--- config.mk ---
export PLATFORM = sky130hd
export DESIGN_NAME = branch_predictor
export DESIGN_NICKNAME = d
export VERILOG_FILES = /design/src/rtl/riscv_defines.sv /design/src/rtl/sat_counter2.sv /design/src/rtl/branch_predictor.sv
export SDC_FILE = /design/constraint.sdc
export NUM_CORES = 1
export LEC_CHECK = 0
export BUFFER_PORTS_ARGS = -buffer_cell sky130_fd_sc_hd__buf_2
export CELL_PAD_IN_SITES_DETAIL_PLACEMENT = 1
export CELL_PAD_IN_SITES_GLOBAL_PLACEMENT = 2
export CORE_MARGIN = 1
export CORE_UTILIZATION = 49
export CTS_CLUSTER_DIAMETER = 200
export DETAILED_ROUTE_END_ITERATION = 16
export PLACE_DENSITY = 0.77
export REMOVE_ABC_BUFFERS = 1
export SKIP_CTS_REPAIR_TIMING = 1
export SLEW_MARGIN = 20
export SYNTH_ARGS = -nofsm -noshare
export SYNTH_HDL_FRONTEND = slang
export SYNTH_SLANG_ARGS = --single-unit
--- constraint.sdc ---
create_clock -name clk -period 5.05 [get_ports clk]
set_input_delay 0 -clock clk [delete_from_list [all_inputs] [get_ports clk]]
set_output_delay 0 -clock clk [all_outputs]
set_load 0.05 [all_outputs]
--- src/rtl/riscv_defines.sv ---
// Shared BTB definitions: table geometry, entry layout and 2-bit counter encodings.
package riscv_defines;

  localparam int BTB_ENTRIES_DEF = 16;
  localparam int BTB_IDX_W       = $clog2(BTB_ENTRIES_DEF);
  // Widest possible tag (4-entry table); narrower tags are zero-extended.
  localparam int BTB_TAG_W_MAX   = 28;

  typedef enum logic [1:0] {
    CTR_SNT = 2'b00,
    CTR_WNT = 2'b01,
    CTR_WT  = 2'b10,
    CTR_ST  = 2'b11
  } ctr_e;

  typedef struct packed {
    logic                     valid;
    logic [BTB_TAG_W_MAX-1:0] tag;
    logic [29:0]              target;
    ctr_e                     ctr;
  } btb_entry_t;

endpackage

--- src/rtl/sat_counter2.sv ---
// Two-bit saturating up/down counter step, purely combinational.
module sat_counter2
  import riscv_defines::*;
(
  input  ctr_e ctr_in,
  input  logic taken,
  output ctr_e ctr_out
);

  always_comb begin
    ctr_out = ctr_in;
    unique case (ctr_in)
      CTR_SNT: ctr_out = taken ? CTR_WNT : CTR_SNT;
      CTR_WNT: ctr_out = taken ? CTR_WT  : CTR_SNT;
      CTR_WT:  ctr_out = taken ? CTR_ST  : CTR_WNT;
      CTR_ST:  ctr_out = taken ? CTR_ST  : CTR_WT;
      default: ctr_out = ctr_in;
    endcase
  end

endmodule

--- src/rtl/branch_predictor.sv ---
// Direct-mapped BTB with 2-bit counters: zero-latency lookup in fetch,
// update from execute committed at the next rising edge.
module branch_predictor
  import riscv_defines::*;
#(
  parameter int BTB_ENTRIES = 1 << BTB_IDX_W
) (
  input  logic        clk,
  input  logic        rst_n,
  input  logic [31:0] pc_f,
  output logic        pred_taken,
  output logic [31:0] pc_pred,
  input  logic        update_en,
  input  logic [31:0] update_pc,
  input  logic        update_taken,
  input  logic [31:0] update_target,
  input  logic        flush_btb
);

  localparam int IDX_W = $clog2(BTB_ENTRIES);
  localparam int TAG_W = 30 - IDX_W;

  logic [BTB_ENTRIES-1:0] valid_q, valid_d;
  ctr_e                   ctr_q    [BTB_ENTRIES];
  ctr_e                   ctr_d    [BTB_ENTRIES];
  logic [TAG_W-1:0]       tag_q    [BTB_ENTRIES];
  logic [TAG_W-1:0]       tag_d    [BTB_ENTRIES];
  logic [29:0]            target_q [BTB_ENTRIES];
  logic [29:0]            target_d [BTB_ENTRIES];

  logic [IDX_W-1:0] f_idx, u_idx;
  logic [TAG_W-1:0] f_tag, u_tag;
  btb_entry_t       f_entry;
  logic             f_hit, u_hit;
  ctr_e             u_ctr_next;
  logic             unused_lsbs;

  assign f_idx = pc_f[IDX_W+1:2];
  assign f_tag = pc_f[31:IDX_W+2];
  assign u_idx = update_pc[IDX_W+1:2];
  assign u_tag = update_pc[31:IDX_W+2];

  assign unused_lsbs = ^{pc_f[1:0], update_pc[1:0], update_target[1:0]};

  // Lookup reads only registered state, so a same-cycle update is not visible yet.
  always_comb begin
    f_entry.valid  = valid_q[f_idx];
    f_entry.tag    = BTB_TAG_W_MAX'(tag_q[f_idx]);
    f_entry.target = target_q[f_idx];
    f_entry.ctr    = ctr_q[f_idx];
  end

  assign f_hit      = f_entry.valid && (f_entry.tag == BTB_TAG_W_MAX'(f_tag));
  assign pred_taken = f_hit && f_entry.ctr[1];
  assign pc_pred    = f_hit ? {f_entry.target, 2'b00} : pc_f + 32'd4;

  assign u_hit = valid_q[u_idx] && (tag_q[u_idx] == u_tag);

  sat_counter2 u_sat_counter2 (
    .ctr_in  (ctr_q[u_idx]),
    .taken   (update_taken),
    .ctr_out (u_ctr_next)
  );

  // NOTE: every _d gets its hold value first so no path through this block infers a latch.
  always_comb begin
    valid_d  = valid_q;
    ctr_d    = ctr_q;
    tag_d    = tag_q;
    target_d = target_q;
    if (flush_btb) begin
      valid_d = '0;
    end else if (update_en) begin
      if (u_hit) begin
        ctr_d[u_idx] = u_ctr_next;
        if (update_taken) target_d[u_idx] = update_target[31:2];
      end else if (update_taken) begin
        valid_d[u_idx]  = 1'b1;
        tag_d[u_idx]    = u_tag;
        target_d[u_idx] = update_target[31:2];
        ctr_d[u_idx]    = CTR_WT;
      end
    end
  end

  // NOTE: sequential state uses <= so all flops sample the pre-edge values together.
  always_ff @(posedge clk or negedge rst_n) begin
    if (!rst_n) begin
      valid_q <= '0;
      for (int i = 0; i < BTB_ENTRIES; i++) ctr_q[i] <= CTR_WNT;
    end else begin
      valid_q <= valid_d;
      ctr_q   <= ctr_d;
    end
  end

  // NOTE: tags and targets carry no reset; a cleared valid bit already hides them.
  always_ff @(posedge clk) begin
    tag_q    <= tag_d;
    target_q <= target_d;
  end

endmodule

# == Word-level counts from Yosys, hierarchy flattened ==
# Cells that the tools add are included.
# op_classes
magnitude_cmp,6
n_addsub,1
n_bitwise,8
n_eq_ne,6
mux,42
reduce_logical,13
# op_table
operator,n
bitwise mux 480 bit,1
bitwise mux 416 bit,1
binary-select mux 26 bit (select 4 bit),2
two-way mux 26 bit,5
binary-select mux 30 bit (select 4 bit),1
demux 30 bit (select 4 bit),1
demux 26 bit (select 4 bit),1
two-way mux 32 bit,3
two-way mux 30 bit,3
two-way mux 16 bit,4
equality test 26 bit,2
"adder 32 x 3 -> 32 bit, second input constant",1
bitwise mux 32 bit,1
bitwise OR 16 bit,2
bitwise AND 16 bit,1
binary-select mux 2 bit (select 4 bit),2
NOT 16 bit,1
two-way mux 2 bit,7
"greater-or-equal comparator 5 bit, second input constant",2
"less-than comparator 4 x 5 -> 1 bit, second input constant",2
NOT 4 -> 5 bit,2
AND reduction 3 bit,3
binary-select mux 1 bit (select 4 bit),2
demux 2 bit (select 4 bit),1
other kinds (13),25
# word_totals
register_bits,944
in_bits,101
output_inout_bits,33
word_cells,125

# == Depth between registers and ports, before layout ==
# depth
word_depth,9
depth_mapped,15
mapped_depth_nobuf,8

# == Hierarchy ==
# From an unflattened synthesis, not the netlist that was laid out.
# hier_totals
hier_cells,2181
hier_area_um2,42114.1
# modules_own_cells
mod,area_each_um2,seq_area_each_um2,n_inst,cells_per_inst
branch_predictor,42087.9,28127.0,1,2178
sat_counter2,26.3,0.0,1,3

# == Least setup slack after synthesis ==
# OpenSTA, ideal clock, no wires.
# synth_path
kind,input port to flip-flop
start,input update_pc[2]
end,register tag_q[312] in the netlist's numbering (enable)
path_slack_ns,0.711
setup_ns,0.442
required_ns,4.608
path_stages,13
arrival_ns,3.897
path_buffers,5
cell_sequence,buf_6 -> buf_4 -> buf_2 -> nand2_1 -> clkbuf_1 -> o22ai_1 -> a221oi_1 -> xor2_1 -> o41ai_4 -> o211ai_4 -> nor3_2 -> buf_2 -> nor3_1
# synth_via
elab_chain_len,8
elab_cells_between_ends,10
cone_classes,1 x eq/ne; 5 x mux; 2 x bitwise; 2 x reduce/logical
# synth_lines
item,line_no,text
from (decl),branch_predictor.sv:14,"input logic [31:0] update_pc,"
NOT 4 -> 5 bit (not written as such),branch_predictor.sv:57,assign u_hit = valid_q[u_idx] && (tag_q[u_idx] == u_tag);
binary-select mux 26 bit (select 4 bit),branch_predictor.sv:57,
two-way mux 26 bit (not written as such) (2 in series),branch_predictor.sv:57,
equality test 26 bit,branch_predictor.sv:57,
logical AND 1 bit (*),branch_predictor.sv:57,
NOT 1 bit (no source line) (*),-,
AND reduction 4 bit (no source line) (*),-,
to (signal assigned),branch_predictor.sv:99,tag_q <= tag_d;
to (decl),branch_predictor.sv:26,logic [TAG_W-1:0] tag_q [BTB_ENTRIES];
# Mark *: on every way between the ends. The rest lies on a longest branch, timed or not. The select of a mux whose other input is x is not followed.
# A chain may end at the register's enable or synchronous reset.

# == Worst setup path in the final report ==
# layout_path
start,register tag_q[335] in the netlist's numbering
end,output pc_pred[24]
# layout_via
elab_chain_len,6
# layout_lines
item,line_no,text
binary-select mux 26 bit (select 4 bit),branch_predictor.sv:48,f_entry.tag = BTB_TAG_W_MAX'(tag_q[f_idx]);
two-way mux 26 bit (not written as such) (2 in series),branch_predictor.sv:48,
equality test 26 bit,branch_predictor.sv:53,assign f_hit = f_entry.valid && (f_entry.tag == BTB_TAG_W_MAX'(f_tag));
logical AND 1 bit,branch_predictor.sv:53,
two-way mux 32 bit,branch_predictor.sv:55,"assign pc_pred = f_hit ? {f_entry.target, 2'b00} : pc_f + 32'd4;"
to (decl),branch_predictor.sv:12,"output logic [31:0] pc_pred,"
# Every way passes these cells. The select of a mux whose other input is x is not followed.

==> run summary <==
Most frequent cells after synthesis: edfxtp_1, mux4_2, nor2_1
Top_reg_cell synth: edfxtp_1
Clock Tree Root: clkbuf_16
Synth top area share: 64.4%
Hold slack: -14.0 ps
Register area share after synthesis: 67.3%
Met2 WL: 61700 µm
DR WL met3: 8080 µm
DRC: 0
Setup CP Type: register to output port
Failing checks: hold timing
Setup tns final: 0 ps
Worst Path Arrival: 4500 ps
Total Nets Final: 2475
Tmin final: 4500 ps
Leakage power: 15.9 nW
DRT Wirelength: 122000 µm
Largest net degree at the start of global routing: 77
Final-report max-slew violation count: 0
PD cells: 368 nW/µm²
Worst-path maximum fanout: 52
Clock sink count: 944
HPWL after detailed placement: 75700 µm
Worst slew margin: 21.8%
Count of cell types in the netlist: 65
Most frequent cell after synthesis: edfxtp_1
Post-DRT Antenna Nets: 0
Post-Synthesis Cells: 2129
Slew @ Worst Pin: 1170 ps
Total Power: 17.9 mW
First-pass GRT wire length: 175000 µm
Global Route Usage Sum: 28.6%
Die Span Y: 294 µm
Via count: 23308
DR top layer: met5
Status: finished with violations
Max cap viols: 0
Largest cells by area after synthesis: edfxtp_1, mux4_2, dfrtp_1
Worst Hold Class: input pin to asynchronous set/reset pin
1st-pass router iterations: 6
Worst Setup End Kind: output port
Clk_skew: 25.6 ps
Initial Util: 49.7%
Cell accounting for the most synthesized area: edfxtp_1
Worst EP required: 5050 ps
RePlAce Congestion: 0.880
Avg WL per Cell: 34.1 µm
Initial drt markers: 2453
Syn avg cell area: 19.6 µm²
Worst skew pair latency: 680 ps
CTS buffer count: 98
Core area: 84100 µm²
Reg2Reg Setup Slack: 1210 ps
CTS H-tree lvls: 3
Vias per Instance: 6.49
Rows: 106
Grt total ovfl: 0
RSZ-0062 raised after global routing: false
Fraction of registers with async set/reset: 5.08%
Worst vdd ir: 0.325 mV
Fin crit share: 89.1%
Ports: 134
Die area: 86500 µm²
Clock Path Buffers: 3
Routed metal-1 wirelength: 49000 µm
Layout cells sized above 1: 33.2%
F_max: 222 MHz
Reg-to-reg critical path endpoint: tag_q[87]
Area growth syn-to-layout: 16.1%
Post-synth EDFFs: 896
YS warnings: 0
Mapped cell area: 41800 µm²
Final Instance Count excl. Fillers: 3589
Final setup vio count: 0
Die Span X: 294 µm
Worst reg2reg startpoint: tag_q[27]
Vias in the first global route: 24590
Placed cell count: 3346
TritonCTS clock tree: done
Reg clk slew, reported paths: 60 ps
Initial antenna violation count: 5
Number of port buffers: 129
Critical Path Start Type: register
Fin. Hold Viols: 4
Reg2reg path depth: 10
Yosys reg bits: 944
==> worst max-delay path, cell delays in order (launching register included) <==
cell	delay (ps)
edfxtp_1	390
mux4_2	520
mux4_2	610
xnor2_1	260
nand4_1	120
nor4_1	440
nand3_4	600
buf_4	430
a21oi_1	160
buf_2	290
==> where the power goes <==
part	switching (mW)	total, mW	internal [mW]
clock network	3.13	7.91	4.78
registers	0.0199	8.64	8.62
logic	0.794	1.32	0.530
total	3.94	17.9	13.9
==> per-layer routing <==
layer,up-vias,track usage (%)
met5,-,0
met4,4,8.61
met3,206,4.32
met2,1043,48.3
met1,12640,38.7
li1,9415,-
==> per-stage QoR <==
stage	utilization [%]	instance area, µm²	setup slack, ps
6_report	57.7	48500	551
5_1_grt	57.7	48500	308
4_1_cts	57.0	47900	500
3_5_place_dp	52.8	44400	918
3_3_place_gp	52.8	44400	959
2_1_floorplan	-	41100	584
==> placed cells by master, fill, tap and decap left out, types with 10 or more instances in the layout <==
master and instances:
a21bo_1 16, a21oi_1 45, a22oi_1 23, buf_12 20, buf_2 121, buf_4 76
bufinv_16 22, clkbuf_1 18, clkbuf_16 100, clkinv_1 13, clkinv_2 13, dfrtp_1 32
dfstp_2 16, dlygate4sd3_1 60, edfxtp_1 896, inv_1 41, mux2i_1 78, mux4_2 378
nand2_1 72, nand3_1 25, nand4_1 15, nor2_1 66, nor2_4 16, nor2b_1 14
nor3_2 13, o21ai_0 10, o32ai_1 15, o41ai_1 15, xnor2_1 49, xor2_1 41
==> kinds of logic (layout without fill, tap and decap cells) <==
family | Yosys count | in the layout | synth area share, %
and+or+nand+nor | 267 | 267 | 3.04
buffers and inverters | 183 | 505 | 1.96
DFF | 944 | 944 | 67.3
adders and majority gates | 3 | 3 | 0.0778
other | 0 | 4 | 0
AOI/OAI and AO/OA | 179 | 179 | 3.30
muxes | 463 | 463 | 22.4
xor gates and xnor gates | 90 | 90 | 1.89
==> flip-flops by register name, summed over array words and instances (netlist names) <==
name	cells
ctr_q	32
tag_q	416
target_q	480
valid_q	16
==> final cells by class <==
type	instances	area, µm²
flip-flops and latches	944	28100
multi-input cells	1002	13100
fillers	7310	35600
repair buffers	281	2230
well taps	1134	1420
inverters	46	173
clock inverters	59	938
diodes	4	10.0
clock buffers	119	2580
==> worst max path at each step <==
stage	from	end
final	tag_q[335]	pc_pred[24]
after global routing	tag_q[314]	pc_pred[24]
after CTS	tag_q[314]	pc_pred[24]
after detailed placement	update_pc[2]	tag_q[90]
after global placement	pc_f[2]	pc_pred[28]
after floorplan	tag_q[6]	tag_q[312]
Power figures use the tool's default switching activity.
